File: config.mk
export PLATFORM = sky130hd
export DESIGN_NAME = pc_fetch
export DESIGN_NICKNAME = d
export VERILOG_FILES = /design/src/rtl/pc_fetch.sv
export SDC_FILE = /design/constraint.sdc
export NUM_CORES = 1
export LEC_CHECK = 0
export ABC_CLOCK_PERIOD_IN_PS = 5300
export BUFFER_PORTS_ARGS = -buffer_cell sky130_fd_sc_hd__buf_2
export CAP_MARGIN = 15
export CORE_UTILIZATION = 50
export CTS_CLUSTER_DIAMETER = 200
export DETAILED_ROUTE_END_ITERATION = 8
export HOLD_SLACK_MARGIN = 0.03
export PLACE_DENSITY = 0.95
export SYNTH_ARGS = -nofsm -noshare
export SYNTH_HDL_FRONTEND = slang
export SYNTH_SLANG_ARGS = --single-unit
File: constraint.sdc
create_clock -name clk -period 5.3 [get_ports clk]
set_clock_uncertainty 0.1 [all_clocks]
set_input_delay 0.53 -clock clk [delete_from_list [all_inputs] [get_ports clk]]
set_output_delay 0.53 -clock clk [all_outputs]
set_load 0.05 [all_outputs]
File: src/rtl/pc_fetch.sv
// Program-counter / fetch sequencer: start/halt FSM, stall hold, absolute branch
// targets from the ROM branch table, retired-fetch counter. Optional PC_LINK_EN adds a one-entry call/return link.
module pc_fetch #(
    parameter int D          = 12,
    parameter int B          = 8,
    parameter int START_ADDR = 0,
    parameter int CNT_W      = 16,
    localparam int BW        = (B > 1) ? $clog2(B) : 1
) (
    input  logic                  clk,
    input  logic                  reset_n,
    input  logic                  start,
    input  logic                  stall,
    input  logic                  halt_req,
    input  logic                  branch_taken,
    input  logic [BW-1:0]         branch_sel,
    input  logic                  call_en,
    input  logic                  ret_en,
    input  logic [B-1:0][D-1:0]   branch_table,
    output logic [D-1:0]          prog_ctr,
    output logic                  fetch_valid,
    output logic                  done,
    output logic                  overflow,
    output logic [CNT_W-1:0]      instr_count,
    output logic [1:0]            state_dbg
);

    typedef enum logic [1:0] {
        IDLE = 2'd0,
        RUN  = 2'd1,
        HALT = 2'd2
    } state_t;

    state_t            state_q, state_d;
    logic [D-1:0]      pc_q, pc_d;
    logic              fv_q, fv_d;
    logic              done_q, done_d;
    logic              ovf_q, ovf_d;
    logic [CNT_W-1:0]  cnt_q, cnt_d;
    logic [D-1:0]      target;
    logic              take_seq;

`ifdef PC_LINK_EN
    logic [D-1:0]      link_q, link_d;
    logic              lv_q, lv_d;
`else
    logic              unused_ret;
    assign unused_ret = ret_en;
`endif

    // Out-of-range selects resolve to address 0 rather than X.
    always_comb begin
        target = '0;
        for (int i = 0; i < B; i++) begin
            if (branch_sel == BW'(i)) target = branch_table[i];
        end
    end

    always_comb begin
        state_d  = state_q;
        pc_d     = pc_q;
        fv_d     = fv_q;
        done_d   = done_q;
        ovf_d    = ovf_q;
        cnt_d    = cnt_q;
        take_seq = 1'b0;
`ifdef PC_LINK_EN
        link_d   = link_q;
        lv_d     = lv_q;
`endif
        case (state_q)
            IDLE, HALT: begin
                if (start) begin
                    state_d = RUN;
                    pc_d    = D'(START_ADDR);
                    fv_d    = 1'b1;
                    cnt_d   = '0;
                    ovf_d   = 1'b0;
                    done_d  = 1'b0;
`ifdef PC_LINK_EN
                    lv_d    = 1'b0;
`endif
                end
            end
            RUN: begin
                // A stalled cycle holds everything; the decoder re-presents its requests.
                if (!stall) begin
                    if (halt_req) begin
                        state_d = HALT;
                        fv_d    = 1'b0;
                        done_d  = 1'b1;
                    end else begin
                        if (cnt_q != '1) cnt_d = cnt_q + 1'b1;
`ifdef PC_LINK_EN
                        if (ret_en) begin
                            if (lv_q) begin
                                pc_d = link_q;
                                lv_d = 1'b0;
                            end else begin
                                take_seq = 1'b1;
                            end
                        end else if (call_en) begin
                            link_d = pc_q + 1'b1;
                            lv_d   = 1'b1;
                            pc_d   = target;
                        end else if (branch_taken) begin
                            pc_d = target;
                        end else begin
                            take_seq = 1'b1;
                        end
`else
                        if (call_en || branch_taken) pc_d = target;
                        else                         take_seq = 1'b1;
`endif
                        // Running off the top of the ROM halts with the PC parked on the last word.
                        if (take_seq) begin
                            if (pc_q == '1) begin
                                state_d = HALT;
                                ovf_d   = 1'b1;
                                fv_d    = 1'b0;
                                done_d  = 1'b1;
                            end else begin
                                pc_d = pc_q + 1'b1;
                            end
                        end
                    end
                end
            end
            default: state_d = IDLE;
        endcase
    end

    always_ff @(posedge clk or negedge reset_n) begin
        if (!reset_n) begin
            state_q <= IDLE;
            pc_q    <= '0;
            fv_q    <= 1'b0;
            done_q  <= 1'b0;
            ovf_q   <= 1'b0;
            cnt_q   <= '0;
`ifdef PC_LINK_EN
            link_q  <= '0;
            lv_q    <= 1'b0;
`endif
        end else begin
            state_q <= state_d;
            pc_q    <= pc_d;
            fv_q    <= fv_d;
            done_q  <= done_d;
            ovf_q   <= ovf_d;
            cnt_q   <= cnt_d;
`ifdef PC_LINK_EN
            link_q  <= link_d;
            lv_q    <= lv_d;
`endif
        end
    end

    assign prog_ctr    = pc_q;
    assign fetch_valid = fv_q;
    assign done        = done_q;
    assign overflow    = ovf_q;
    assign instr_count = cnt_q;
    assign state_dbg   = state_q;

endmodule
==> metrics.txt, run 1 <==
Post-route DRC=0; final instance area=roughly 3600 um2; Hold Violations, Final=0; clock sink count=33; die area=5830 um2; hold buffers post-CTS=0; Max-Cap Viols=0; pin count of the biggest net entering global routing=37; mean number of vias per cell=approximately 6.4; routability cong.=0.958; critical path required time=5.42 ns; Post-CTS Setup Inserts=0; most common cell after layout, fill and taps aside=buf_2; power per cell area=336 nW/um2; root buf cell=clkbuf_8; vias in the first global route=approximately 3200; share of cells above drive strength 1=0.387; Synthesis Warnings=0; RSZ-0062 raised after global routing=false; die height=about 76 um; R2R setup slack=2.99 ns; depth of the most critical reg-to-reg path=6; commonest non-fill, non-tap cells in the layout=buf_2 (138), dfrtp_1 (33), nand2_1 (29), nor2_1 (29), o21ai_0 (26); clk_lat worst skew=about 0.28 ns; Worst EP arrival=approximately 2.4 ns; reg2reg end=state_dbg[1]; Util after Layout=0.691; area delta synth->final=30.1%; Vias=3300; Die W=around 76 um; syn_area_per_cell=8.66 um2; total wire length=about 8700 um; Critical Path Fanout Max=9; post-place setup slack=about 2.8 ns; CP Capture Type=register; end of the critical path=state_dbg[1]; WHS=just over 0.2 ns; startpoint of the worst register-to-register path=prog_ctr[0]; n_diodes=0; grt ovf=0; global-route wire length before repair=between 10000 and 15000 um; Worst VDD drop=between 0.3 and 0.4 mV; cts bufs inserted=5; initial antenna violation count=0; Worst Setup SP=prog_ctr[0]; EDFF count, synth=0; CTS tree=built; Pleak=around 1.7 nW; Initial Util=0.531; outcome=finished, final reports clean; number of endpoints failing setup at the final stage=0; Most used DFF post-synth=dfrtp_1; DP HPWL=6770 um; fin worst setup slack=about 3 ns; Startpoint Class=register; num rows=26; Setup CP Type=reg -> reg; htree depth=2; GRT Overall Usage=0.306; final-layout fill cell count=between 300 and 400; final net count=555; CTS resizes=0; post-synthesis sequential area ratio=0.299; FF+latch count, synth=33; IO Port Bufs=between 100 and 150; Relative slew margins=0.395; Placement Cell Area=about 3500 um2; fin crit share=0.436; Final Max Tran Viols=0; Clock transition at path regs=0.08 ns; worst hold-check path type=in -> async; Mapped Cells=around 320; Max Clock Freq=432 MHz; final setup TNS=0 ns; WL/cell=roughly 17 um; clock buffer depth=2; post-synth cell types=55; Synth Net Count=428; Async SR Flop Fraction=1.00; Post-Syn Area=approximately 2800 um2; num ports=140; Routed Antenna Nets=0; drt initial violations=approximately 340; actual slew at the worst max-slew pin=0.904 ns; Core ar.=5200 um2; Detailed Routing Iterations Pass 1=5; Final min period=~2.3 ns
-- metrics by stage --
step / total power, W / instances
3_3_place_gp: 0.000896 / 509
4_1_cts: 0.00120 / 517
5_1_grt: 0.00127 / 517
2_1_floorplan: 0.000754 / 319
6_report: 0.00121 / 517
3_5_place_dp: 0.000919 / 509
-- report_power, final --
group          internal (W)  switching, W  total [W]  leakage (nW)
Clock              0.000187     0.0000977   0.000285        0.0681
Combinational      0.000166      0.000367   0.000533          1.19
Sequential         0.000302     0.0000879   0.000390         0.446
-- worst max-delay path, cell delays in order (launching register included) --
cell	delay, ns
dfrtp_1	0.51
ha_1	0.34
nand4_1	0.21
nor3_1	0.50
a21oi_1	0.16
nor3_1	0.26
or2_2	0.17
-- cells in the mapped netlist (all sizes together) (6+ instances only) --
cell type,number,area share
mux2i,9,0.033
dfrtp,33,0.30
a31oi,12,0.027
nand3,18,0.033
a211oi,6,0.016
nand2,29,0.039
nand4,6,0.014
clkbuf,9,0.013
o211ai,9,0.024
mux4,11,0.090
and3,6,0.014
mux2,7,0.029
buf,10,0.019
o22ai,10,0.023
o21ai,26,0.047
a21oi,18,0.033
nor2,29,0.039
-- kinds of logic after synthesis --
family | synth area share
AO/OA/AOI/OAI | 0.261
XOR/XNOR | 0.0158
adder cells (fa/ha/maj) | 0.00905
buffers and inverters | 0.0385
flip-flops | 0.299
multiplexers | 0.151
AND/OR/NAND/NOR | 0.226
-- state kept, by name, indices dropped and copies added, names as in the netlist --
register,count
instr_count,16
state_dbg,2
fetch_valid,1
prog_ctr,12
done,1
overflow,1
-- worst min path at each step --
stage | startpoint | to | cells past startpoint
global route | reset_n | prog_ctr[9] | 1
finish | reset_n | instr_count[5] | 1
floorplan | reset_n | done | 0
global placement | done | done | 1
detailed placement | done | done | 1
CTS | reset_n | instr_count[5] | 1
-- routing by layer --
layer,track usage,share of wire,wire [um]
met1,0.360,0.37,3220
met2,0.542,0.51,4470
met3,0.0611,0.086,748
met4,0.123,0.029,255
met5,0,0,0
-- cell type report --
type	count	area, um2	area share
clock buffer	5	68.8	0.0191
sequential	33	826	0.230
clock inverter	3	65.1	0.0181
tap	70	87.6	0.0244
inverter	5	18.8	0.00522
multi-input combinational	262	1830	0.509
timing repair buffer	139	698	0.194
No activity file was read; power rests on OpenSTA's default activity.
==> run 2, diff against run 1 <==
- ABC_AREA: unset -> 1
- ABC_CLOCK_PERIOD_IN_PS: 5300 -> 2200
- CORE_UTILIZATION: 50 -> 47
- PLACE_DENSITY: 0.95 -> 0.9
- clock period: 5.3 -> 2.2 ns (I/O delays scaled with it)
==> run 2 against run 1 <==
Effect of this change: register-to-register slack got worse by 2.8 ns; largest power group unchanged; wire length grew 4.9%; worst setup slack worse by 2.8 ns; final cell count is 36% higher.
==> metrics.txt, run 2 <==
critical path required time=between 2 and 2.5 ns; Routed Antenna Nets=0; max reg flops=16; outcome=finished, final reports clean; cts bufs inserted=5; grt peak-use layer=met2; mean number of vias per cell=5.26; M3 GR Usage=0.0528; final instance area=3830 um2; Pleak=approximately 2.2 nW; IO Port Bufs=approximately 140; Buf/Inv on CP=2; Relative slew margins=0.529; fin crit share=0.930; most common cell after layout, fill and taps aside=nand2_1; root buf cell=clkbuf_8; Post-Syn Area=between 2000 and 3000 um2; routability cong.=approximately 0.95; Placement Cell Area=3680 um2; clock buffer depth=2; met1 GRT Util=0.296; actual slew at the worst max-slew pin=0.707 ns; Largest stage delay, worst path=around 0.45 ns; Core ar.=slightly below 6000 um2; post-place setup slack=~0.18 ns; fin worst setup slack=between 0.15 and 0.2 ns; initial antenna violation count=0; synth cell count leaders=nand2_1 (172), nor2_1 (53), inv_1 (48); clock sink count=33; syn_area_per_cell=around 6.1 um2; CTS resizes=0; drt initial violations=roughly 150; number of endpoints failing setup at the final stage=0; Initial Util=0.492; Setup CP Type=reg -> reg; post-synth cell types=36; final-layout fill cell count=between 500 and 600; Post-route DRC=0; EDFF count, synth=0; final net count=~740; WL/cell=approximately 13 um; GRT Overall Usage=0.275; placed cells=around 690; Vias=3708; vias in the first global route=around 3200; DP HPWL=7200 um; area delta synth->final=30.6%; num rows=28; share of cells above drive strength 1=0.300; htree depth=2; n_diodes=0; Async SR Flop Fraction=1.00; commonest non-fill, non-tap cells in the layout=nand2_1 (172), buf_2 (138), nor2_1 (53); Synth Net Count=approximately 590; total wire length=between 9000 and 10000 um; clk_lat worst skew=0.29 ns; Startpoint Class=register; pin count of the biggest net entering global routing=34; met2 usage in global routing=0.518; die area=approximately 6600 um2; RSZ-0062 raised after global routing=false; global-route wire length before repair=around 14000 um; Worst EP arrival=~2.1 ns; Mapped Cells=slightly below 500; Slowest-stage cell, CP=dfrtp_1; Crit path top cell by count=nand2_1; Synthesis Warnings=0; Detailed Routing Iterations Pass 1=5; num ports=140; critical path cell sequence=ha_1, nand2_1, inv_1, nand4_1, nor2_2, nor2_4, buf_4, nand2_1, xor2_1, nor2_1; post-synthesis sequential area ratio=0.282; Final min period=around 2 ns; area leader, netlist=dfrtp_1; die height=between 80 and 90 um; worst hold-check path type=in -> reg; top-area cell type share of the netlist area=0.282; Top Family by Delay on Critical Path=simple AND/OR/NAND/NOR gates; Worst VDD drop=~0.84 mV; FF+latch count, synth=33; Critical Path Fanout Max=11; grt ovf=0; top post-synthesis cells by area=dfrtp_1 (28%), nand2_1 (22%), nor2_1 (6.8%); power per cell area=around 850 nW/um2; Final Max Tran Viols=0; CP Capture Type=register; Clock transition at path regs=0.07 ns; Final Power=roughly 0.0032 W; Max Clock Freq=489 MHz; Max-Cap Viols=0; most frequent cell after synthesis=nand2_1; final setup TNS=0 ns; Hold Violations, Final=0; Most used DFF post-synth=dfrtp_1; Die W=81.0 um; non-filler cells, final=705; CTS tree=built
==> run 2: cell types whose count changed after synthesis, sizes merged, moves of 8 or more <==
cell   delta
nand4    +19
nand2   +147
inv      +53
mux2i     -9
mux4     -11
o22ai    -10
a31oi    -10
nor3      +8
nand3    +16
xor2      +8
nor2     +29
==> run 2: worst reg2reg max path, cell delays in order (launching register included) <==
cell and delay [ns]:
dfrtp_1 0.45, ha_1 0.27, nand2_1 0.13, inv_1 0.06, nand4_1 0.14, nor2_2 0.07
nor2_4 0.25, buf_4 0.19, nand2_1 0.07, xor2_1 0.15, nor2_1 0.06
==> run 2: repair_timing <==
action	in CTS	in global routing
setup buffers	0	7
endpoints found under the hold margin	33	0
endpoints found under the setup margin	0	3
hold buffers	1	0
==> run 2: path summary, 6_finish.rpt <==
check                          startpoint             end  depth (start not counted)  slack, ns
hold reg to reg                      done            done                          2       0.38
hold / removal                   halt_req    state_dbg[0]                          4       0.20
min in group asynchronous         reset_n  instr_count[8]                          2       0.41
setup / recovery           instr_count[0]  instr_count[3]                         10       0.15
setup reg to reg           instr_count[0]  instr_count[3]                         10       0.15
max in group asynchronous         reset_n     prog_ctr[0]                          2       1.13
==> run 2: area by class of cell <==
| class | count | area [um2] | share of cell area |
|---|---|---|---|
| Timing Repair Buffer | 151 | 791 | 0.207 |
| Tap cell | 75 | 93.8 | 0.0245 |
| Clock inverter | 2 | 10.0 | 0.00261 |
| Multi-Input combinational cell | 379 | 1810 | 0.474 |
| Inverter | 59 | 223 | 0.0582 |
| Clock buffer | 6 | 72.6 | 0.0190 |
| Sequential cell | 33 | 826 | 0.216 |
==> run 2: power breakdown <==
| part | internal (W) | total (W) | switching [W] |
|---|---|---|---|
| clock network | 0.000219 | 0.000446 | 0.000227 |
| registers | 0.000758 | 0.000980 | 0.000222 |
| logic | 0.000538 | 0.00182 | 0.00128 |
| total | 0.00152 | 0.00325 | 0.00173 |
==> run 2: logic make-up (layout without fill, tap and decap cells) <==
group	count (synthesis)	in the layout	synth area share
compound gates	52	52	0.0990
xor+xnor	10	10	0.0299
fa+ha+maj	2	2	0.00853
buf+inv	72	218	0.0999
flops	33	33	0.282
simple gates	315	315	0.481
==> run 2: through the flow <==
step,hold slack (ns),util
6_report,0.204,0.643
5_1_grt,0.250,0.643
4_1_cts,0.196,0.634
3_5_place_dp,0.218,0.618
3_3_place_gp,0.206,0.618
2_1_floorplan,-0.176,-
==> run 2: metal layers <==
layer  routed length [um]  part of all wire
met1                 3500              0.38
met2                 4600              0.50
met3                  786             0.086
met4                  229             0.025
met5                    0                 0
==> run 3, diff against run 2 <==
- PLACE_DENSITY: 0.9 -> unset
- PLACE_DENSITY_LB_ADDON: unset -> 0.15
- RECOVER_POWER: unset -> 25
- SLEW_MARGIN: unset -> 0
==> run 3 against run 2 <==
Effect of this change: count of clock-buffer cells in the layout decreased by 1; die area stayed put; final area shrank 1.3%; critical path type unchanged.
==> metrics.txt, run 3 (synthesis gave the netlist of run 2 again) <==
routability cong.=just over 0.9; Hold Crit Endpoint=prog_ctr[0]; n_diodes=0; fin crit share=0.907; CTS tree=built; Relative slew margins=0.445; total wire length=9240 um; num rows=28; reg2reg end=prog_ctr[8]; cts bufs inserted=5; clk_lat worst skew=between 0.2 and 0.3 ns; Setup CP Type=reg -> reg; area delta synth->final=28.9%; Detailed Routing Iterations Pass 1=5; outcome=finished, final reports clean; die area=around 6600 um2; Clock transition at path regs=roughly 0.07 ns; HP Start=branch_table[72]; final net count=731; pin count of the biggest net entering global routing=34; clock sink count=33; Routed Antenna Nets=0; final setup TNS=0 ns; RSZ-0062 raised after global routing=false; Startpoint Class=register; Final Max Tran Viols=0; number of endpoints failing setup at the final stage=0; htree depth=2; WL/cell=between 10 and 15 um; Hold Crit Depth=5; depth of the most critical reg-to-reg path=11; Hold Violations, Final=0; grt ovf=0; CTS resizes=0; global-route wire length before repair=about 15000 um; drt initial violations=about 220; clock buffer depth=2; vias in the first global route=~3200; DP HPWL=~7300 um; worst hold-check path type=in -> reg; Final min period=approximately 2.0 ns; Pleak=2.12 nW; wl on met1=4050 um; die height=81.0 um; mean number of vias per cell=between 5 and 6; GRT Overall Usage=0.291; Initial Util=0.492; Post-route DRC=0; Max Clock Freq=about 500 MHz; share of cells above drive strength 1=0.291; Util after Layout=0.634; num ports=between 100 and 150; Worst VDD drop=about 1.0 mV; Post-CTS Setup Inserts=0; critical path required time=roughly 2.3 ns; most common cell after layout, fill and taps aside=nand2_1; actual slew at the worst max-slew pin=roughly 0.83 ns; Critical Path Fanout Max=13; metal2 WL=about 4300 um; Vias=around 3600; initial antenna violation count=0; startpoint of the worst register-to-register path=state_dbg[0]; R2R setup slack=0.20 ns; CP Capture Type=register; max reg flops=16; commonest non-fill, non-tap cells in the layout=nand2_1 (172), buf_2 (135), nor2_1 (53); final-layout fill cell count=604; Worst EP arrival=2.08 ns; Die W=roughly 80 um; top layer in use=met4; IO Port Bufs=about 140; Max-Cap Viols=0; Core ar.=just under 6000 um2; WHS=roughly 0.18 ns; WL met3=between 600 and 700 um; root buf cell=clkbuf_8; power per cell area=~840 nW/um2
-- run 3: stage by stage --
step	total power, W	cell area (um2)	cells	setup slack [ns]
5_1_grt	0.00338	3780	698	0.00147
2_1_floorplan	0.00220	2930	484	0.0842
3_5_place_dp	0.00270	3680	689	0.197
3_3_place_gp	0.00266	3680	689	0.277
6_report	0.00316	3780	698	0.204
4_1_cts	0.00317	3780	698	0.182
-- run 3: critical path, cell delays in order (launching register included) --
cell and delay [ns]:
dfrtp_1 0.45, or2_1 0.25, nand2_1 0.10, inv_1 0.08, nand2_4 0.17, inv_2 0.07
nand2_1 0.14, inv_1 0.20, nand3_1 0.14, o21ai_0 0.09, inv_1 0.06, nand2_1 0.05
-- run 3: what timing repair did --
action                     CTS  global route
hold buffers                 1             0
hold endpoints to repair    33             0
setup endpoints to repair    0             0
-- run 3: layout make-up --
cell class,instances,area (um2),area share
multi-input cells,379,1810,0.480
repair buffers,144,736,0.195
inverters,59,223,0.0590
clock inverters,3,17.5,0.00464
clock buffers,5,68.8,0.0182
flip-flops and latches,33,826,0.219
well taps,75,93.8,0.0248
-- run 3: worst max path at each step --
stage,start,to,slack (ns)
finish,state_dbg[0],prog_ctr[8],0.20
global route,state_dbg[0],prog_ctr[8],0.001
CTS,state_dbg[0],prog_ctr[8],0.18
detailed placement,state_dbg[0],prog_ctr[8],0.20
global placement,state_dbg[0],prog_ctr[8],0.28
floorplan,prog_ctr[0],fetch_valid,0.08
-- run 3: power breakdown --
group,internal [W],switching (W)
sequential,0.000758,0.000220
combinational,0.000464,0.00126
clock,0.000218,0.000238
total,0.00144,0.00172
-- run 3: layer usage --
metal | vias up | global-route usage
met1 | 1617 | 0.366
met2 | 150 | 0.503
met4 | 0 | 0.104
li1 | 1828 | -
met5 | - | 0
met3 | 15 | 0.0427
